==> config.mk <==
export PLATFORM = sky130hd
export DESIGN_NAME = uart_fifo_tx
export DESIGN_NICKNAME = d
export VERILOG_FILES = /design/src/rtl/uart_fifo_tx.sv
export SDC_FILE = /design/constraint.sdc
export NUM_CORES = 1
export LEC_CHECK = 0
export CORE_UTILIZATION = 42
export DETAILED_ROUTE_END_ITERATION = 8
export DONT_BUFFER_PORTS = 1
export PLACE_DENSITY_LB_ADDON = 0.3
export SYNTH_ARGS = -nofsm -noshare
export SYNTH_HDL_FRONTEND = slang
export SYNTH_SLANG_ARGS = --single-unit
export TNS_END_PERCENT = 1
==> constraint.sdc <==
create_clock -name clk -period 2.83 [get_ports clk]
set_input_delay 0.566 -clock clk [delete_from_list [all_inputs] [get_ports clk]]
set_output_delay 0.566 -clock clk [all_outputs]
set_load 0.1 [all_outputs]
==> src/rtl/uart_fifo_tx.sv <==
`timescale 1ns/1ps
`default_nettype none
// +---------------------------------------------------------------------------+
// | uart_fifo_tx: drains a FIFO read port and sends 8N1 frames on the TX pin  |
// | (8E1 when UART_TX_PARITY_EN is defined).                       Rev 1.0    |
// +---------------------------------------------------------------------------+
module uart_fifo_tx #(
    parameter int CLOCK_FREQUENCY = 100_000_000,
    parameter int BAUD_RATE       = 115_200,
    parameter int DATA_BITS       = 8
) (
    input  logic                 clk,
    input  logic                 nrst_in,
    input  logic                 empty_in,
    input  logic [DATA_BITS-1:0] data_in,
    output logic                 read_out,
    output logic                 tx_serial_out,
    output logic                 tx_busy_out,
    output logic                 tx_done_out
);

    localparam int CLKS_PER_BIT = CLOCK_FREQUENCY / BAUD_RATE;
    localparam int BAUD_W       = (CLKS_PER_BIT > 1) ? $clog2(CLKS_PER_BIT) : 1;
    localparam int BIT_W        = (DATA_BITS > 1) ? $clog2(DATA_BITS) : 1;
    localparam logic [BAUD_W-1:0] BAUD_LAST = BAUD_W'(CLKS_PER_BIT - 1);
    localparam logic [BIT_W-1:0]  BIT_LAST  = BIT_W'(DATA_BITS - 1);

    generate
        if (CLKS_PER_BIT < 2) begin : g_bad_baud
            $error("uart_fifo_tx: CLOCK_FREQUENCY/BAUD_RATE must be at least 2");
        end
    endgenerate

    typedef enum logic [2:0] {
        S_IDLE   = 3'd0,
        S_FETCH  = 3'd1,
        S_LOAD   = 3'd2,
        S_START  = 3'd3,
        S_DATA   = 3'd4,
        S_STOP   = 3'd5
`ifdef UART_TX_PARITY_EN
        ,
        S_PARITY = 3'd6
`endif
    } state_t;

    state_t                state_q, state_d;
    logic [BAUD_W-1:0]     baud_q, baud_d;
    logic [BIT_W-1:0]      bit_q, bit_d;
    logic [DATA_BITS-1:0]  shift_q, shift_d;
    logic                  tx_q, tx_d;
`ifdef UART_TX_PARITY_EN
    logic                  parity_q, parity_d;
`endif
    logic                  baud_end;

    assign baud_end      = (baud_q == BAUD_LAST);
    assign tx_serial_out = tx_q;
    assign tx_busy_out   = (state_q != S_IDLE);

    always_ff @(posedge clk or negedge nrst_in) begin
        if (!nrst_in) begin
            state_q  <= S_IDLE;
            baud_q   <= '0;
            bit_q    <= '0;
            shift_q  <= '0;
            tx_q     <= 1'b1;
`ifdef UART_TX_PARITY_EN
            parity_q <= 1'b0;
`endif
        end else begin
            state_q  <= state_d;
            baud_q   <= baud_d;
            bit_q    <= bit_d;
            shift_q  <= shift_d;
            tx_q     <= tx_d;
`ifdef UART_TX_PARITY_EN
            parity_q <= parity_d;
`endif
        end
    end

    always_comb begin
        state_d     = state_q;
        baud_d      = baud_q;
        bit_d       = bit_q;
        shift_d     = shift_q;
        read_out    = 1'b0;
        tx_done_out = 1'b0;
`ifdef UART_TX_PARITY_EN
        parity_d    = parity_q;
`endif
        case (state_q)
            S_IDLE: begin
                baud_d = '0;
                bit_d  = '0;
                if (!empty_in) state_d = S_FETCH;
            end
            S_FETCH: begin
                read_out = 1'b1;
                state_d  = S_LOAD;
            end
            S_LOAD: begin
                shift_d = data_in;
`ifdef UART_TX_PARITY_EN
                parity_d = ^data_in;
`endif
                baud_d  = '0;
                state_d = S_START;
            end
            S_START: begin
                if (baud_end) begin
                    baud_d  = '0;
                    bit_d   = '0;
                    state_d = S_DATA;
                end else begin
                    baud_d = baud_q + BAUD_W'(1);
                end
            end
            S_DATA: begin
                if (baud_end) begin
                    baud_d  = '0;
                    shift_d = shift_q >> 1;
                    if (bit_q == BIT_LAST) begin
`ifdef UART_TX_PARITY_EN
                        state_d = S_PARITY;
`else
                        state_d = S_STOP;
`endif
                    end else begin
                        bit_d = bit_q + BIT_W'(1);
                    end
                end else begin
                    baud_d = baud_q + BAUD_W'(1);
                end
            end
`ifdef UART_TX_PARITY_EN
            S_PARITY: begin
                if (baud_end) begin
                    baud_d  = '0;
                    state_d = S_STOP;
                end else begin
                    baud_d = baud_q + BAUD_W'(1);
                end
            end
`endif
            S_STOP: begin
                if (baud_end) begin
                    baud_d      = '0;
                    tx_done_out = 1'b1;
                    state_d     = S_IDLE;
                end else begin
                    baud_d = baud_q + BAUD_W'(1);
                end
            end
            default: state_d = S_IDLE;
        endcase
    end

    // Line level follows the next state so the pin and tx_done_out stay cycle-aligned.
    always_comb begin
        tx_d = 1'b1;
        case (state_d)
            S_START:  tx_d = 1'b0;
            S_DATA:   tx_d = shift_d[0];
`ifdef UART_TX_PARITY_EN
            S_PARITY: tx_d = parity_d;
`endif
            default:  tx_d = 1'b1;
        endcase
    end

endmodule
`default_nettype wire

==> results.tsv, run 1 <==
metric	value	unit
clock_sinks	25	
grt.overflow.total	0	
slew_viol_final	0	
finalInstanceArea	1540	µm²
critPathRequiredTime	2260	ps
ys.warnings.count	0	
setup_viol	0	
synth_fp_nets	142	
synth_area_per_cell	11.3	µm²
ys_top_cells_by_area	dfrtp_1 42%, a22o_1 7.9%, a21o_1 5.2%, mux2i_1 3.5%, buf_6 3.1%	
synth_common_cells	24 x dfrtp_1, 13 x a22o_1, 10 x a21o_1	
floorplan.die_area	3680	µm²
synth_top_family_by_area	simple AND/OR/NAND/NOR gates	
startpoint	baud_q[0]	
outcome	finished, final reports clean	
synthCells	128	
synth_edf_count	0	
vias	1040	
antenna_found_initial	0	
portBuffers	0	
drcViolationCount	0	
reg2regPathDepth	5	
max-vdd-ir-drop	0.000209	V
fmax	412	MHz
rows	20	
cts_buffers	3	
gp_congestion	0.758	
core	3150	µm²
synth_seq_cells	25	
post_cts_buffers	0	
slew_headroom	55.2	%
cts_tree	done	
muxShareOfSynthArea	5.29	%
fin_crit_sh	85.8	%
yosys.area_share.simple	22.2	%
critPathMaxFanout	6	
worst_hold_path_type	primary input to async pin	
critPathCaptureType	output port	
die_h	60.6	µm
synth.distinct_cells	46	
tightest_slew	669	ps
r2r_start	baud_q[0]	
dr.pass1.iters	4	
total_power	0.000962	W
async_reset_ff_share	100	%
worstSkewPairLatency	320	ps
synth-adder-area-share	2.60	%
hpwl	1.92	mm
netlist.area_leader.share	41.6	%
p_leak	0.688	nW
critPathKind	flop to output port	
drtIter0Drc	79	
wirelength	2.62	mm
viasPerCell	6.01	
synth_flop_cell	dfrtp_1	
r2r_end	tx_serial_out	
synth_largest_area_cell	dfrtp_1	
cts_max_path_buffers	2	
initial_core_util	45.8	%
placed_area	1490	µm²
synth-xor-area-share	0.607	%
hold_violations	0	
syn2layout_area_growth	6.41	%
drive_gt1_share	18.6	%
ioPinCount	15	
path_clk_slew	140	ps
grt_pass1_wl	4.35	mm
netlist_area	1440	µm²
post_drt_wl_per_cell	15.1	µm
h-tree-depth	1	
post_cts_resized	0	
seq_area_frac_synth	43.4	%
finalCriticalPeriod	2430	ps
synth-compound-area-share	21.1	%
nets	144	
die-width	60.6	µm
root_buffer	clkbuf_4	
ant_nets	0	
p_per_area	626	nW/µm²
maxCapViolCount	0	
grt_pass1_vias	986	
r2r_setup_slack	910	ps
skew	4.90	ps
n_antenna_cell	0	
endpoint	tx_done_out	
grt_max_degree	25	
critPathLaunchType	flop	
synth_most_common_cell	dfrtp_1	
grt_usage	16.1	%
rsz0062_at_grt	false	
worstPathArrival	1860	ps
worst min-delay path by stage:
| stage | end | slack, ps | cells past startpoint |
|---|---|---|---|
| after floorplan | baud_q[0] | 270 | 0 |
| final | state_q[1] | 30 | 1 |
| after global placement | baud_q[7] | 270 | 0 |
| after CTS | state_q[1] | 30 | 1 |
| after global routing | baud_q[6] | 8 | 1 |
| after detailed placement | baud_q[7] | 270 | 0 |
cell families (layout without fill, tap and decap cells):
logic type	count (synthesis)	after routing
simple gates	47	47
compound gates	36	36
flops	25	25
buf+inv	9	10
mux	7	7
fa+ha+maj	3	3
xor+xnor	1	1
cells in the final DEF (no fill, tap or decap), types with 4 or more instances in the layout:
cell type and instances:
dfrtp_1 24, a22o_1 13, a21o_1 10, nand2_1 6
nor2_1 6, nand3_1 6, a21oi_1 5, mux2i_1 5
nand4_1 4
per-stage QoR:
step / util (%) / cells / hold WS, ps / setup TNS (ps) / setup slack [ps]
final: 48.7 / 173 / 26.6 / 0 / 403
after global routing: 48.7 / 173 / 8.42 / 0 / 250
after CTS: 48.7 / 173 / 26.5 / 0 / 386
after detailed placement: 47.1 / 168 / 271 / 0 / 763
after global placement: 47.1 / 168 / 271 / 0 / 791
after floorplan: - / 128 / 270 / -350 / -350
sequential cells by signal, indices dropped and copies added (netlist names):
signal	cells
state_q	3
tx_serial_out	1
baud_q	10
shift_q	8
bit_q	3
layout make-up:
class	instances	area (µm²)
Tap cell	44	55.1
Fill cell	298	1620
Inverter	2	7.51
Sequential cell	25	627
Multi-Input combinational cell	94	774
Timing Repair Buffer	4	42.5
Clock inverter	1	7.51
Clock buffer	3	22.5
layer usage:
| layer | vias up | track usage, % | routed length, µm |
|---|---|---|---|
| li1 | 491 | - | - |
| met1 | 519 | 20.3 | 1180 |
| met2 | 24 | 24.6 | 1260 |
| met3 | 6 | 4.90 | 126 |
| met4 | 0 | 8.77 | 58 |
| met5 | - | 0 | 0 |
worst max-delay path, stage by stage, from the launching register on:
cell       delay (ps)
dfrtp_1           420
ha_1              240
nand4bb_1         260
nor4_4            300
buf_4             320
where the power goes:
group | internal, W | leakage, nW | switching (W)
Combinational | 0.000130 | 0.356 | 0.000117
Clock | 0.0000541 | 0.0139 | 0.000112
Sequential | 0.000451 | 0.317 | 0.0000984
repair_timing:
action | CTS | global route
endpoints found under the setup margin | 0 | 0
hold endpoints to repair | 24 | 0
hold buffers | 1 | 0
Note: power is estimated with default switching activity, not from simulation.
==> inputs of run 2 (changes only) <==
- CORE_UTILIZATION: 42 -> 35
==> run 2 against run 1 <==
Effect of this change:
- global-route usage shrank 1.7 points
- non-clock buffer count is the same
- largest cell class unchanged
- combinational power is essentially flat
- die area grew 19%
- largest power group unchanged
- cell count grew 2.3%
==> results.tsv, run 2 (synthesized netlist as in run 1, its figures left out) <==
metric	value	unit	change
dr.pass1.iters	4		unchanged
top_register	baud_q		
largest_reg_flops	10		unchanged
core	3800	µm²	+20%
gp_congestion	0.810		+6.8%
r2r_end	tx_serial_out		
grt.overflow.total	0		unchanged
ioPinCount	15		unchanged
post_cts_buffers	0		unchanged
post_drt_wl_per_cell	15.6	µm	+3.1%
p_leak	0.695	nW	+1.1%
maxCapViolCount	0		unchanged
pre_cts_ws	747	ps	-16.2 ps
r2r_start	baud_q[0]		
viasPerCell	5.73		-4.7%
max-vdd-ir-drop	0.000200	V	-4.0%
h-tree-depth	1		unchanged
postCtsHoldBufs	1		unchanged
tightest_slew	714	ps	+44.5 ps
slew_viol_final	0		unchanged
fin_crit_sh	84.0	%	-1.8 points
reg.largest.list	baud_q x10, shift_q x8		
final_cells	177		+2.3%
drcViolationCount	0		unchanged
ant_nets	0		unchanged
critPathLaunchType	flop		
cts_max_path_buffers	2		unchanged
syn2layout_area_growth	8.06	%	
grt_pass1_wl	4.77	mm	+9.8%
worstSkewPairLatency	280	ps	-40 ps
hpwl	1.93	mm	+0.26%
initial_core_util	38.0	%	-7.8 points
wirelength	2.76	mm	+5.5%
die_h	66.2	µm	+9.2%
grt_max_degree	25		unchanged
drive_gt1_share	18.6	%	unchanged
place_inst	172		+2.4%
drtIter0Drc	55		-30%
cts_buffers	3		unchanged
path_clk_slew	100	ps	-40 ps
portBuffers	0		unchanged
final_common_cell	dfrtp_1		
antenna_found_initial	0		unchanged
rows	22		+10%
worst_hold_path_type	primary input to async pin		
nets	144		unchanged
outcome	finished, final reports clean		
tns	0	ps	unchanged
vias	1014		-2.5%
finalCriticalPeriod	2380	ps	-50.6 ps
rsz0062_at_grt	false		
r2r_setup_slack	860	ps	-50 ps
skew	9.04	ps	+4.14 ps
post_cts_resized	0		unchanged
grt_pass1_vias	965		-2.1%
setup_viol	0		unchanged
reg2regPathDepth	5		unchanged
cts_tree	done		
critPathKind	flop to output port		
grt_usage	14.4	%	-1.7 points
worst_slack	454	ps	+50.6 ps
die-width	66.2	µm	+9.2%
hold_violations	0		unchanged
fmax	421	MHz	+2.1%
root_buffer	clkbuf_8		
floorplan.die_area	4390	µm²	+19%
p_per_area	657	nW/µm²	+4.9%
slew_headroom	52.2	%	-3.0 points
worstPathArrival	1810	ps	-50 ps
finalInstanceArea	1560	µm²	+1.5%
mostFrequentLayoutCells	24 x dfrtp_1, 13 x a22o_1, 10 x a21o_1		
critPathRequiredTime	2260	ps	about the same
critPathMaxFanout	6		unchanged
n_antenna_cell	0		unchanged
critPathCaptureType	output port		
clock_sinks	25		unchanged
total_power	0.00102	W	+6.6%
placed_area	1490	µm²	+0.34%
run 2: worst max-delay path: stages, from the launching register on:
cell and delay, ps:
dfrtp_1 400, ha_1 260, nand4bb_1 260, nor4_4 300, buf_4 320
run 2: metrics by stage:
stage	hold slack, ps	util [%]
2_1_floorplan	270	-
3_3_place_gp	271	39.3
3_5_place_dp	271	39.3
4_1_cts	95.3	41.1
5_1_grt	84.9	41.1
6_report	83.3	41.1
run 2: power by group:
group	total [W]	internal, W	switching (W)
combinational	0.000248	0.000130	0.000118
sequential	0.000553	0.000451	0.000101
clock	0.000224	0.000100	0.000124
total	0.00102	0.000681	0.000344
run 2: metal layers:
metal / up-vias / track usage (%) / share of wire (%)
met2: 18 / 21.2 / 46
met3: 2 / 3.28 / 4.3
met1: 502 / 20.5 / 49
met4: 0 / 4.79 / 0.72
met5: - / 0 / 0
li1: 492 / - / -
run 2: area by class of cell:
cell class                      count  area [µm²]
Sequential cell                    25         627
Clock buffer                        3        41.3
Tap cell                           48        60.1
Clock inverter                      1        7.51
Timing Repair Buffer                4        42.5
Fill cell                         384        2240
Multi-Input combinational cell     94         774
Inverter                            2        7.51
run 2: worst max path at each step:
| stage | from | endpoint | slack (ps) | cells past startpoint |
|---|---|---|---|---|
| 3_5_place_dp | baud_q[0] | tx_done_out | 750 | 4 |
| 2_1_floorplan | baud_q[4] | tx_done_out | -350 | 3 |
| 6_report | baud_q[0] | tx_done_out | 450 | 4 |
| 4_1_cts | baud_q[0] | tx_done_out | 430 | 4 |
| 3_3_place_gp | baud_q[4] | tx_done_out | 790 | 3 |
| 5_1_grt | baud_q[1] | tx_done_out | 370 | 4 |
==> inputs of run 3 (changes only) <==
- clock period: 2.83 -> 2.2 ns (I/O delays scaled with it)
==> run 3 against run 2 <==
Effect of this change:
- setup slack got worse by 320 ps
- total power is 30% higher
- highest routed layer unchanged
- critical path type unchanged
- largest power group unchanged
- critical path depth unchanged
- largest cell class unchanged
==> results.tsv, run 3 (synthesized netlist as in run 1, its figures left out) <==
metric	value	unit	change
outcome	finished, final reports clean		
vias	1018		+0.39%
grt_max_degree	25		unchanged
register_area	628	µm²	+0.20%
die_h	66.2	µm	unchanged
wirelength	2.72	mm	-1.6%
hold_violations	0		unchanged
antenna_found_initial	0		unchanged
fillers	362		-5.7%
h-tree-depth	1		unchanged
largest_reg_flops	10		unchanged
max_stage_delay	400	ps	about the same
slew_headroom	65.3	%	+13 points
viasPerCell	5.69		-0.73%
gp_congestion	0.818		+1.1%
floorplan.die_area	4390	µm²	unchanged
p_per_area	827	nW/µm²	+26%
hpwl	1.97	mm	+2.2%
top_register	baud_q		
holdWs	298	ps	+215 ps
tns	0	ps	unchanged
multi_input_area	793	µm²	+2.4%
rsz0062_at_grt	false		
critPathMaxFanout	6		unchanged
grt.overflow.total	0		unchanged
r2r_end	tx_serial_out		
die-width	66.2	µm	unchanged
fin_crit_sh	94.1	%	
initial_core_util	38.0	%	unchanged
critPathLaunchType	flop		
worst_hold_path_type	primary input to flop		
critPathCaptureType	output port		
n_antenna_cell	0		unchanged
r2r_setup_slack	230	ps	-630 ps
p_leak	0.706	nW	+1.5%
crit_path_cell_trace	ha_2 -> nand4bb_4 -> nor4_4 -> buf_12		
final_common_cell	dfrtp_1		
max-vdd-ir-drop	0.000374	V	+86%
skew	3.68	ps	-5.36 ps
r2r_start	baud_q[0]		
pre_cts_ws	258	ps	-489 ps
drcViolationCount	0		unchanged
slew_viol_final	0		unchanged
grt-busiest-layer	met2		
worstSkewPairLatency	270	ps	about the same
grt_util_met1	19.5	%	-1.0 points
worstPathArrival	1630	ps	-180 ps
finalCriticalPeriod	2070	ps	
reg2regPathDepth	5		unchanged
use_met2	21.7	%	+0.51 points
root_buffer	clkbuf_8		
rows	22		unchanged
tightest_slew	519	ps	-195 ps
clock_sinks	25		unchanged
holdPathStages	2		
critPathRequiredTime	1760	ps	-500 ps
hp-start	data_in[7]		
cts_buffers	3		unchanged
critPathSlowestCell	dfrtp_1		
use_met3	3.28	%	unchanged
fmax	483	MHz	
critPathKind	flop to output port		
grt_pass1_vias	967		+0.21%
portBuffers	0		unchanged
maxCapViolCount	0		unchanged
grt_pass1_wl	4.75	mm	-0.57%
cts_tree	done		
core	3800	µm²	unchanged
cts_max_path_buffers	2		unchanged
drtIter0Drc	84		+53%
syn2layout_area_growth	11.5	%	
grt_usage	14.2	%	-0.23 points
holdPathEnd	shift_q[7]		
nets	146		+1.4%
mostFrequentLayoutCells	23 x dfrtp_1, 13 x a22o_1, 10 x a21o_1		
dr.pass1.iters	4		unchanged
worst_slack	129	ps	-325 ps
ioPinCount	15		unchanged
post_drt_wl_per_cell	15.2	µm	-2.7%
drive_gt1_share	21.4	%	+2.8 points
setup_viol	0		unchanged
path_clk_slew	90	ps	about the same
ant_nets	0		unchanged
reg.largest.list	baud_q x10, shift_q x8		
-- run 3: cell types whose count changed in the layout (fill, tap and decap cells not counted) --
cell / change
buf_12: +1
dfrtp_1: -1
dfrtp_2: +1
dlygate4sd3_1: +1
ha_1: -1
ha_2: +1
nand4bb_1: -1
nand4bb_4: +1
-- run 3: routing by layer --
| layer | up-vias | wire length (µm) |
|---|---|---|
| met1 | 505 | 1350 |
| li1 | 495 | - |
| met5 | - | 0 |
| met2 | 14 | 1220 |
| met3 | 4 | 114 |
| met4 | 0 | 34 |
-- run 3: power by group --
group	internal, W	switching, W
logic	0.000183	0.000157
registers	0.000582	0.000129
clock network	0.000128	0.000152
-- run 3: layout make-up --
cell class | count | area share, %
clock buffers | 3 | 2.56
clock inverters | 1 | 0.466
inverters | 2 | 0.466
multi-input cells | 94 | 49.3
flip-flops and latches | 25 | 39.0
well taps | 48 | 3.73
repair buffers | 6 | 4.51
-- run 3: how the worst max path moves through the flow --
stage | from | end | slack, ps | cells past startpoint
floorplan | baud_q[4] | tx_done_out | -140 | 3
global placement | baud_q[0] | shift_q[4] | 370 | 5
detailed placement | baud_q[0] | tx_serial_out | 260 | 5
CTS | baud_q[4] | tx_done_out | 60 | 3
global route | baud_q[0] | tx_done_out | 10 | 4
finish | baud_q[0] | tx_done_out | 130 | 4
-- run 3: worst max-delay path, delay by kind of cell (launching register included) --
kind,cells,cell delay (ps)
buf+inv,1,210
fa+ha+maj,1,260
flops,1,400
simple gates,2,490
-- run 3: metrics by stage --
step | util [%] | cells | power (W) | cell area (µm²)
after CTS | 42.4 | 179 | 0.00135 | 1610
after detailed placement | 40.3 | 173 | 0.00105 | 1530
after global routing | 42.4 | 179 | 0.00142 | 1610
final | 42.4 | 179 | 0.00133 | 1610
after global placement | 40.3 | 173 | 0.00103 | 1530
after floorplan | - | 128 | 0.00100 | 1490
-- run 3: timing repair --
| item | CTS | global route |
|---|---|---|
| setup buffers | 0 | 0 |
| resized for setup | 0 | 1 |
| hold buffers | 2 | 0 |
| endpoints found under the setup margin | 0 | 1 |
| hold endpoints to repair | 24 | 0 |
